[src/rtl/irq_controller_pkg.sv]
// Shared definitions for the external-interrupt controller: the register
// window offsets, the FSM state encoding, the interrupt ID width, and a
// byte-enable expansion helper.
package irq_controller_pkg;

    localparam int ID_W = 5;

    // Word offsets within the register window (byte address bits [4:2])
    localparam logic [2:0] OFF_PENDING  = 3'd0;
    localparam logic [2:0] OFF_ENABLE   = 3'd1;
    localparam logic [2:0] OFF_EDGE_SEL = 3'd2;
    localparam logic [2:0] OFF_CLAIM    = 3'd3;
    localparam logic [2:0] OFF_STATUS   = 3'd4;

    typedef enum logic [1:0] {
        ST_IDLE    = 2'd0,
        ST_REQ     = 2'd1,
        ST_SERVICE = 2'd2
    } irq_state_e;

    // Expand the 4 byte enables into a 32-bit bit mask
    function automatic logic [31:0] byte_mask(input logic [3:0] be);
        return {{8{be[3]}}, {8{be[2]}}, {8{be[1]}}, {8{be[0]}}};
    endfunction

endpackage

[src/rtl/irq_priority_encoder.sv]
// Fixed-priority encoder: the lowest set index wins and is reported as
// index+1. An all-zero input reports ID 0, meaning "none".
module irq_priority_encoder
    import irq_controller_pkg::*;
#(
    parameter int N_SOURCES = 8
) (
    input  logic [N_SOURCES-1:0] eligible_i,
    output logic [ID_W-1:0]      id_o
);

    // Scan from the top index down so that the lowest set index is the last to write
    always_comb begin
        id_o = '0;
        for (int i = N_SOURCES - 1; i >= 0; i--) begin
            if (eligible_i[i]) id_o = ID_W'(i + 1);
        end
    end

endmodule

[src/rtl/irq_controller.sv]
// External-interrupt controller. Latches up to N_SOURCES peripheral lines,
// each in edge or level mode, and masks them with ENABLE. It raises
// E_IRQ_OUT toward the core and runs a claim/complete handshake with
// software through a small register window.
//
// Optional build macro IRQ_SYNC_EN: adds a 2-flop synchronizer on every
// IRQ_SRC line, which raises the input-to-E_IRQ_OUT latency from 2 to 4
// cycles.
//
// state   | meaning
// IDLE    | nothing eligible, or an eligible source not yet seen by the FSM
// REQ     | E_IRQ_OUT asserted, waiting for software to claim
// SERVICE | one ID claimed (CLAIMED_ID), no nesting, waiting for complete
module irq_controller
    import irq_controller_pkg::*;
#(
    parameter int N_SOURCES = 8
) (
    input  logic                 CLK,
    input  logic                 RESET_N,
    input  logic [N_SOURCES-1:0] IRQ_SRC,
    input  logic [2:0]           ADDR,
    input  logic                 WR_EN,
    input  logic [3:0]           WR_MASK,
    input  logic [31:0]          WR_DATA,
    input  logic                 RD_EN,
    output logic [31:0]          RD_DATA,
    output logic                 E_IRQ_OUT,
    output logic [ID_W-1:0]      CLAIMED_ID
);

    logic [N_SOURCES-1:0] src_s;
    logic [N_SOURCES-1:0] src_prev_q;
    logic [N_SOURCES-1:0] pending_q, pending_d;
    logic [N_SOURCES-1:0] enable_q, enable_d;
    logic [N_SOURCES-1:0] edge_sel_q, edge_sel_d;
    logic [N_SOURCES-1:0] eligible;
    logic [N_SOURCES-1:0] rise;
    logic [N_SOURCES-1:0] clr;
    irq_state_e           state_q, state_d;
    logic [ID_W-1:0]      claimed_id_q, claimed_id_d;
    logic [ID_W-1:0]      best_id;
    logic                 e_irq_q, e_irq_d;
    logic [31:0]          rd_data_q, rd_data_d;
    logic                 rd_claim, wr_claim, claim_take;

    // Merge a byte-masked bus write into an N_SOURCES-wide register
    function automatic logic [N_SOURCES-1:0] apply_wr(input logic [N_SOURCES-1:0] old,
                                                      input logic [31:0] data,
                                                      input logic [3:0] be);
        logic [31:0] m;
        logic [31:0] old32;
        m     = byte_mask(be);
        old32 = 32'(old);
        return N_SOURCES'((old32 & ~m) | (data & m));
    endfunction

`ifdef IRQ_SYNC_EN
    logic [N_SOURCES-1:0] sync1_q, sync2_q;

    // Two-flop synchronizer for asynchronous peripheral lines
    always_ff @(posedge CLK or negedge RESET_N) begin
        if (!RESET_N) begin
            sync1_q <= '0;
            sync2_q <= '0;
        end else begin
            sync1_q <= IRQ_SRC;
            sync2_q <= sync1_q;
        end
    end

    assign src_s = sync2_q;
`else
    assign src_s = IRQ_SRC;
`endif

    assign rd_claim = RD_EN && (ADDR == OFF_CLAIM);
    assign wr_claim = WR_EN && (ADDR == OFF_CLAIM);
    assign eligible = pending_q & enable_q;
    assign rise     = src_s & ~src_prev_q;

    irq_priority_encoder #(
        .N_SOURCES (N_SOURCES)
    ) u_prio (
        .eligible_i (eligible),
        .id_o       (best_id)
    );

    // Byte-masked writes to the RW configuration registers
    always_comb begin
        enable_d   = enable_q;
        edge_sel_d = edge_sel_q;
        if (WR_EN) begin
            case (ADDR)
                OFF_ENABLE:   enable_d   = apply_wr(enable_q, WR_DATA, WR_MASK);
                OFF_EDGE_SEL: edge_sel_d = apply_wr(edge_sel_q, WR_DATA, WR_MASK);
                default: ;
            endcase
        end
    end

    // Claim/complete FSM: next state, claimed ID, and the registered request
    always_comb begin
        state_d      = state_q;
        claimed_id_d = claimed_id_q;
        claim_take   = 1'b0;
        case (state_q)
            ST_IDLE: begin
                if (rd_claim && (best_id != '0)) begin
                    state_d      = ST_SERVICE;
                    claimed_id_d = best_id;
                    claim_take   = 1'b1;
                end else if (eligible != '0) begin
                    state_d = ST_REQ;
                end
            end
            ST_REQ: begin
                if (rd_claim && (best_id != '0)) begin
                    state_d      = ST_SERVICE;
                    claimed_id_d = best_id;
                    claim_take   = 1'b1;
                end else if (eligible == '0) begin
                    state_d = ST_IDLE;
                end
            end
            ST_SERVICE: begin
                // The ID sits in byte 0, so a complete needs that byte enabled
                if (wr_claim && WR_MASK[0] && (WR_DATA[ID_W-1:0] == claimed_id_q)) begin
                    state_d      = ST_IDLE;
                    claimed_id_d = '0;
                end
            end
            default: begin
                state_d      = ST_IDLE;
                claimed_id_d = '0;
            end
        endcase
        e_irq_d = (state_d == ST_REQ);
    end

    // Pending update: a claim clears only an edge bit, and a new edge in the same cycle wins
    always_comb begin
        clr = '0;
        for (int i = 0; i < N_SOURCES; i++) begin
            if (claim_take && (best_id == ID_W'(i + 1))) clr[i] = 1'b1;
        end
        pending_d = (edge_sel_q & ((pending_q & ~clr) | rise)) | (~edge_sel_q & src_s);
    end

    // Register read mux; data always reflects state from before this cycle's write
    always_comb begin
        rd_data_d = rd_data_q;
        if (RD_EN) begin
            case (ADDR)
                OFF_PENDING:  rd_data_d = 32'(pending_q);
                OFF_ENABLE:   rd_data_d = 32'(enable_q);
                OFF_EDGE_SEL: rd_data_d = 32'(edge_sel_q);
                OFF_CLAIM:    rd_data_d = (state_q != ST_SERVICE) ? 32'(best_id) : 32'h0;
                OFF_STATUS:   rd_data_d = {29'b0, 2'(state_q), e_irq_q};
                default:      rd_data_d = 32'h0;
            endcase
        end
    end

    // State registers
    always_ff @(posedge CLK or negedge RESET_N) begin
        if (!RESET_N) begin
            src_prev_q   <= '0;
            pending_q    <= '0;
            enable_q     <= '0;
            edge_sel_q   <= '0;
            state_q      <= ST_IDLE;
            claimed_id_q <= '0;
            e_irq_q      <= 1'b0;
            rd_data_q    <= '0;
        end else begin
            src_prev_q   <= src_s;
            pending_q    <= pending_d;
            enable_q     <= enable_d;
            edge_sel_q   <= edge_sel_d;
            state_q      <= state_d;
            claimed_id_q <= claimed_id_d;
            e_irq_q      <= e_irq_d;
            rd_data_q    <= rd_data_d;
        end
    end

    assign RD_DATA    = rd_data_q;
    assign E_IRQ_OUT  = e_irq_q;
    assign CLAIMED_ID = claimed_id_q;

endmodule
[config.mk]
export PLATFORM = sky130hd
export DESIGN_NAME = irq_controller
export DESIGN_NICKNAME = d
export VERILOG_FILES = /design/src/rtl/irq_controller_pkg.sv /design/src/rtl/irq_priority_encoder.sv /design/src/rtl/irq_controller.sv
export SDC_FILE = /design/constraint.sdc
export NUM_CORES = 1
export LEC_CHECK = 0
export CORE_MARGIN = 4
export CORE_UTILIZATION = 45
export DETAILED_ROUTE_END_ITERATION = 10
export GPL_TIMING_DRIVEN = 0
export PLACE_DENSITY = 0.81
export SYNTH_ARGS = -nofsm -noshare
export SYNTH_HDL_FRONTEND = slang
export SYNTH_SLANG_ARGS = --single-unit
[constraint.sdc]
create_clock -name CLK -period 2.3 [get_ports CLK]
set_input_delay 0.345 -clock CLK [delete_from_list [all_inputs] [get_ports CLK]]
set_output_delay 0.345 -clock CLK [all_outputs]
set_load 0.02 [all_outputs]
# --- Word level (Yosys, flattened, before mapping) ---
# Index checks and enable logic that the tools add are counted.
word_totals:
  mem_bits_ro: 0
  out_inout_bits: 38
  inputBits: 51
  ff_bits: 72
  latch_bits: 0
  mem_bits_rw: 0
  memories: 0
  elab_cells: 94
op_classes:
  n_addsub: 0
  bitwise_logic: 16
  muxes: 29
  eq_ne: 19
  multipliers: 0
  shifts: 0
  n_reduce_logical: 22
  div: 0
  order_cmp: 0
ops:
  columns: ["cell", "n"]
  rows:
  - ["$and 8x8->8", 8]
  - ["$pmux 8 s5", 1]
  - ["$mux 4", 8]
  - ["$not 8->8", 4]
  - ["$or 8x8->8", 4]
  - ["$eq 5x3->1 const B", 4]
  - ["$mux 5", 3]
  - ["$logic_and 1x1->1", 13]
  - ["$eq 5x2->1 const B", 2]
  - ["$mux 1", 10]
  - ["$mux 2", 5]
  - ["$pmux 5 s2", 1]
  - ["$logic_not 8->1", 1]
  - ["$reduce_bool 8->1", 1]
  - ["$eq 3x2->1 const B", 2]
  - ["$pmux 2 s3", 1]
  - ["$reduce_and 2->1", 3]
  - ["$eq 5x1->1 const B", 1]
  - ["$eq 5x4->1 const B", 1]
  - ["$eq 5x5->1", 1]
  - ["$reduce_bool 5->1", 1]
  - ["$eq 2x1->1 const B", 2]
  - ["$ne 2x2->1 const B", 2]
  - ["$eq 3x1->1 const B", 1]
  - ["6 further kinds", 6]

# --- Logic depth before layout (Yosys ltp) ---
depth:
  ltp_word: 20
  mapped_depth: 6
  mapped_depth_nobuf: 5

# --- By module ---
# Synthesis repeated with hierarchy kept, for this count alone.
unflattened:
  cells_unflattened: 250
  hier_area_um2: 2591.2
by_module_without_submodules:
  columns: ["module", "seq_area_each_um2", "n_inst", "cells_each", "area_each_um2"]
  rows:
  - ["irq_controller", 1201.2, 1, 236, 2508.7]
  - ["irq_priority_encoder", 0.0, 1, 14, 82.6]

# --- Worst setup path before layout ---
# Ideal clock, no wire load.
synth_timing:
  path_kind: "in2reg"
  startpoint: "input ADDR[2]"
  endpoint: "register pending_q[2]"
  setup_time_ps: 121
  n_path_buf: 1
  stages: 5
  arrival_time_ps: 1709
  slack_ps: 469
  required_time_ps: 2179
  path_cell_list: "buf_2 > nand4b_1 > or2_1 > or4b_1 > a32o_2"
synth_between:
  elab_chain_len: 12
synth_lines:
  columns: ["element", "line_no", "rtl"]
  rows:
  - ["start: declaration", "irq_controller.sv:22", "input logic [2:0] ADDR,"]
  - ["$eq 3x2->1", "irq_controller.sv:77", "assign rd_claim = RD_EN && (ADDR == OFF_CLAIM);"]
  - ["$logic_and 1x1->1", "irq_controller.sv:77", null]
  - ["$logic_and 1x1->1", "irq_controller.sv:109, irq_controller.sv:118", null]
  - ["$mux 1", "irq_controller.sv:109, irq_controller.sv:118", null]
  - ["$mux 1", null, null]
  - ["$logic_and 1x1->1", "irq_controller.sv:145", "if (claim_take && (best_id == ID_W'(i + 1))) clr[i] = 1'b1;"]
  - ["$mux 1", "irq_controller.sv:145", null]
  - ["$not 8->8", "irq_controller.sv:147", "pending_d = (edge_sel_q & ((pending_q & ~clr) | rise)) | (~edge_sel_q & src_s);"]
  - ["$and 8x8->8", "irq_controller.sv:147", null]
  - ["$or 8x8->8", "irq_controller.sv:147", null]
  - ["$and 8x8->8", "irq_controller.sv:147", null]
  - ["$or 8x8->8", "irq_controller.sv:147", null]
  - ["net pending_d[2]", "irq_controller.sv:34", "logic [N_SOURCES-1:0] pending_q, pending_d;"]
  - ["end signal: assignment", "irq_controller.sv:178", "pending_q <= pending_d;"]
  - ["end: declaration", "irq_controller.sv:34", null]
# The timed path passes the listed nets, and every way through them passes these cells.
# A chain may end at the register's enable or synchronous reset.

# --- Worst setup path in the final report ---
layout_timing:
  startpoint: "input ADDR[1]"
  endpoint: "register pending_q[5]"
# The elaborated chain is that of the path after synthesis.

==> results.ini <==
[cts]
cts.hold.buffers_added=0
h-tree-depth=2
clk_pin_slew_ps=90
cts_resized=0
postCtsSetupRepairBufs=0
clk_latency_ps=300
cts_tree=yes
cts_buffer_depth=2
cts.sinks=47
cts_root_buf=clkbuf_8
numCtsBuffers=5

[layout]
drive_gt1_share_pct=20.47
fillers=465
diodes=0
syn_to_final_growth_pct=27.32
fin_util_pct=59.75
layout_common_cells=dfrtp_1, clkdlybuf4s50_1, buf_4, conb_1, nand2_1
stdcell_count=368
mostFrequentLayoutCell=dfrtp_1
layout.nets=348

[grt]
grt_pass1_wl_um=8811
grt_max_degree=29
gr-usage-all-layers_pct=17.38
antenna_found_initial=0
grt_pass1_vias=1784
gr-total-overflow=0

[floorplanning]
initial_core_util_pct=46.93
die_x_um=81.45
rows=26
placeableCoreArea_um2=5172
ios=89
dieArea_um2=6633
dieHeight_um=81.45

[timing]
fin_hold_ws_ps=-10.74
setup_viol=0
slew_headroom_pct=56.49
max_freq_mhz=458.5
rsz0062_at_grt=no
period_share_pct=94.83
hold_viol=19
slew_viol_final=0
fin_skew_ps=10.58
fin_crit_ps=2181
worst_pin_slew_ps=652.7

[place]
place_inst=360
gpl.final_weighted_congestion=0.8591
portBuffers=35
dp_hpwl_um=4195

[routing]
drt-initial-drc-count=180
ant_nets=0
dr.pass1.iters=4
drt-total-wl_um=5411
viasPerCell=5.139
wl_per_cell_um=14.70
drcViolationCount=0
num_vias=1891

[yosys]
synth_area_um2=2427
ys_seq_elements=47
syn_avg_cell_area_um2=10.55
yosys_warnings=0
synthCells=230
synth.distinct_cells=47
ys_seq_area_share_pct=48.45

[setup_path]
critPathMaxFanout=6
required_ps=2500
end_kind=flop
critPathArrivalTime_ps=2380
path_class=input port to flop
startpoint_type=input port

[run_status]
violations=hold timing
outcome=finished with violations

[power_and_ir_drop]
total_power_w=0.002542
leakage_nw=1.381
irDropWorstVdd_v=0.0005014
p_per_area_nw_per_um2=822.6

[worst_hold_path]
hold_path.class=input port to asynchronous set/reset pin

[run]
cap_violations=0

[worst paths after layout]
kind	depth (start not counted)	slack, ps	to	startpoint
hold reg to reg	3	510	pending_q[0]	src_prev_q[0]
setup / recovery	6	120	pending_q[5]	ADDR[1]
max in group asynchronous	2	1790	src_prev_q[2]	RESET_N
hold / removal	1	-10	pending_q[5]	RESET_N
min in group CLK	1	510	src_prev_q[5]	IRQ_SRC[5]
setup reg to reg	5	310	pending_q[2]	pending_q[5]
[worst max-delay path, cell delays in order]
cell,delay (ps)
clkdlybuf4s50_1,630
nand4b_1,180
or2_1,310
nor3_1,430
nand4_1,200
a32o_1,290
[power by group]
group / total, W / internal (W) / switching [W]
combinational: 0.000771 / 0.000384 / 0.000387
clock: 0.000622 / 0.000352 / 0.000270
sequential: 0.00115 / 0.000982 / 0.000167
[cell families after synthesis]
logic type / Yosys count / synth area share (%)
buffers and inverters: 43 / 10.67
AOI/OAI and AO/OA: 52 / 15.62
other: 1 / 0.1545
muxes: 26 / 11.55
xor gates and xnor gates: 4 / 1.443
and+or+nand+nor: 57 / 12.11
DFF: 47 / 48.45
[through the flow]
stage	TNS [ps]	cell area (um2)	worst slack, ps	hold WS [ps]
floorplan	0	2517	469.3	49.41
global placement	-18350	2955	-350.2	500.3
detailed placement	-2412	2970	-193.1	328.6
CTS	0	3088	132.5	2.209
global route	0	3090	0.8620	14.05
finish	0	3090	118.9	-10.74
[synthesized netlist by cell type, drive strengths merged]
| master | n | area (um2) |
|---|---|---|
| dfrtp | 47 | 1176 |
| buf | 30 | 210.2 |
| nand2 | 22 | 82.58 |
| mux2 | 16 | 180.2 |
| inv | 12 | 45.04 |
| mux2i | 10 | 100.1 |
| nor2 | 10 | 40.04 |
| o22ai | 10 | 62.56 |
| a32o | 8 | 82.58 |
| a21oi | 7 | 35.03 |
| o21ai | 7 | 35.03 |
| nand3 | 6 | 30.03 |
| xnor2 | 4 | 35.03 |
| a22oi | 3 | 22.52 |
| a31oi | 3 | 18.77 |
| a21o | 2 | 16.27 |
| a22o | 2 | 18.77 |
| a311oi | 2 | 17.52 |
| and2 | 2 | 12.51 |
| and4 | 2 | 17.52 |
| nand3b | 2 | 15.01 |
| nand4 | 2 | 12.51 |
| nor2b | 2 | 12.51 |
| o31ai | 2 | 15.01 |
| or2 | 2 | 12.51 |
| a21bo | 1 | 10.01 |
| a222oi | 1 | 10.01 |
| a2bb2oi | 1 | 8.760 |
| and2b | 1 | 7.510 |
| clkbuf | 1 | 3.750 |
| conb | 1 | 3.750 |
| nand4b | 1 | 8.760 |
| nand4bb | 1 | 11.26 |
| nor3 | 1 | 5.000 |
| nor4 | 1 | 6.260 |
| nor4bb | 1 | 10.01 |
| o22a | 1 | 8.760 |
| o311ai | 1 | 8.760 |
| o32ai | 1 | 8.760 |
| or4b | 1 | 10.01 |
[metal layers]
metal / part of all wire, % / track usage, % / wire length [um]
met1: 45 / 24.17 / 2409
met2: 47 / 28.58 / 2553
met3: 7.6 / 3.070 / 410
met4: 0.70 / 3.547 / 38
met5: 0 / 0 / 0
[final cells by class]
class | instances | area (um2) | area share [%]
buffer | 31 | 214.0 | 6.923
clock buffer | 6 | 82.58 | 2.672
clock inverter | 2 | 35.03 | 1.134
inverter | 12 | 45.04 | 1.457
multi-input combinational | 164 | 1085 | 35.10
sequential | 47 | 1176 | 38.06
tap | 70 | 87.58 | 2.834
timing repair buffer | 36 | 365.4 | 11.82
No activity file was read; power rests on OpenSTA's default activity.
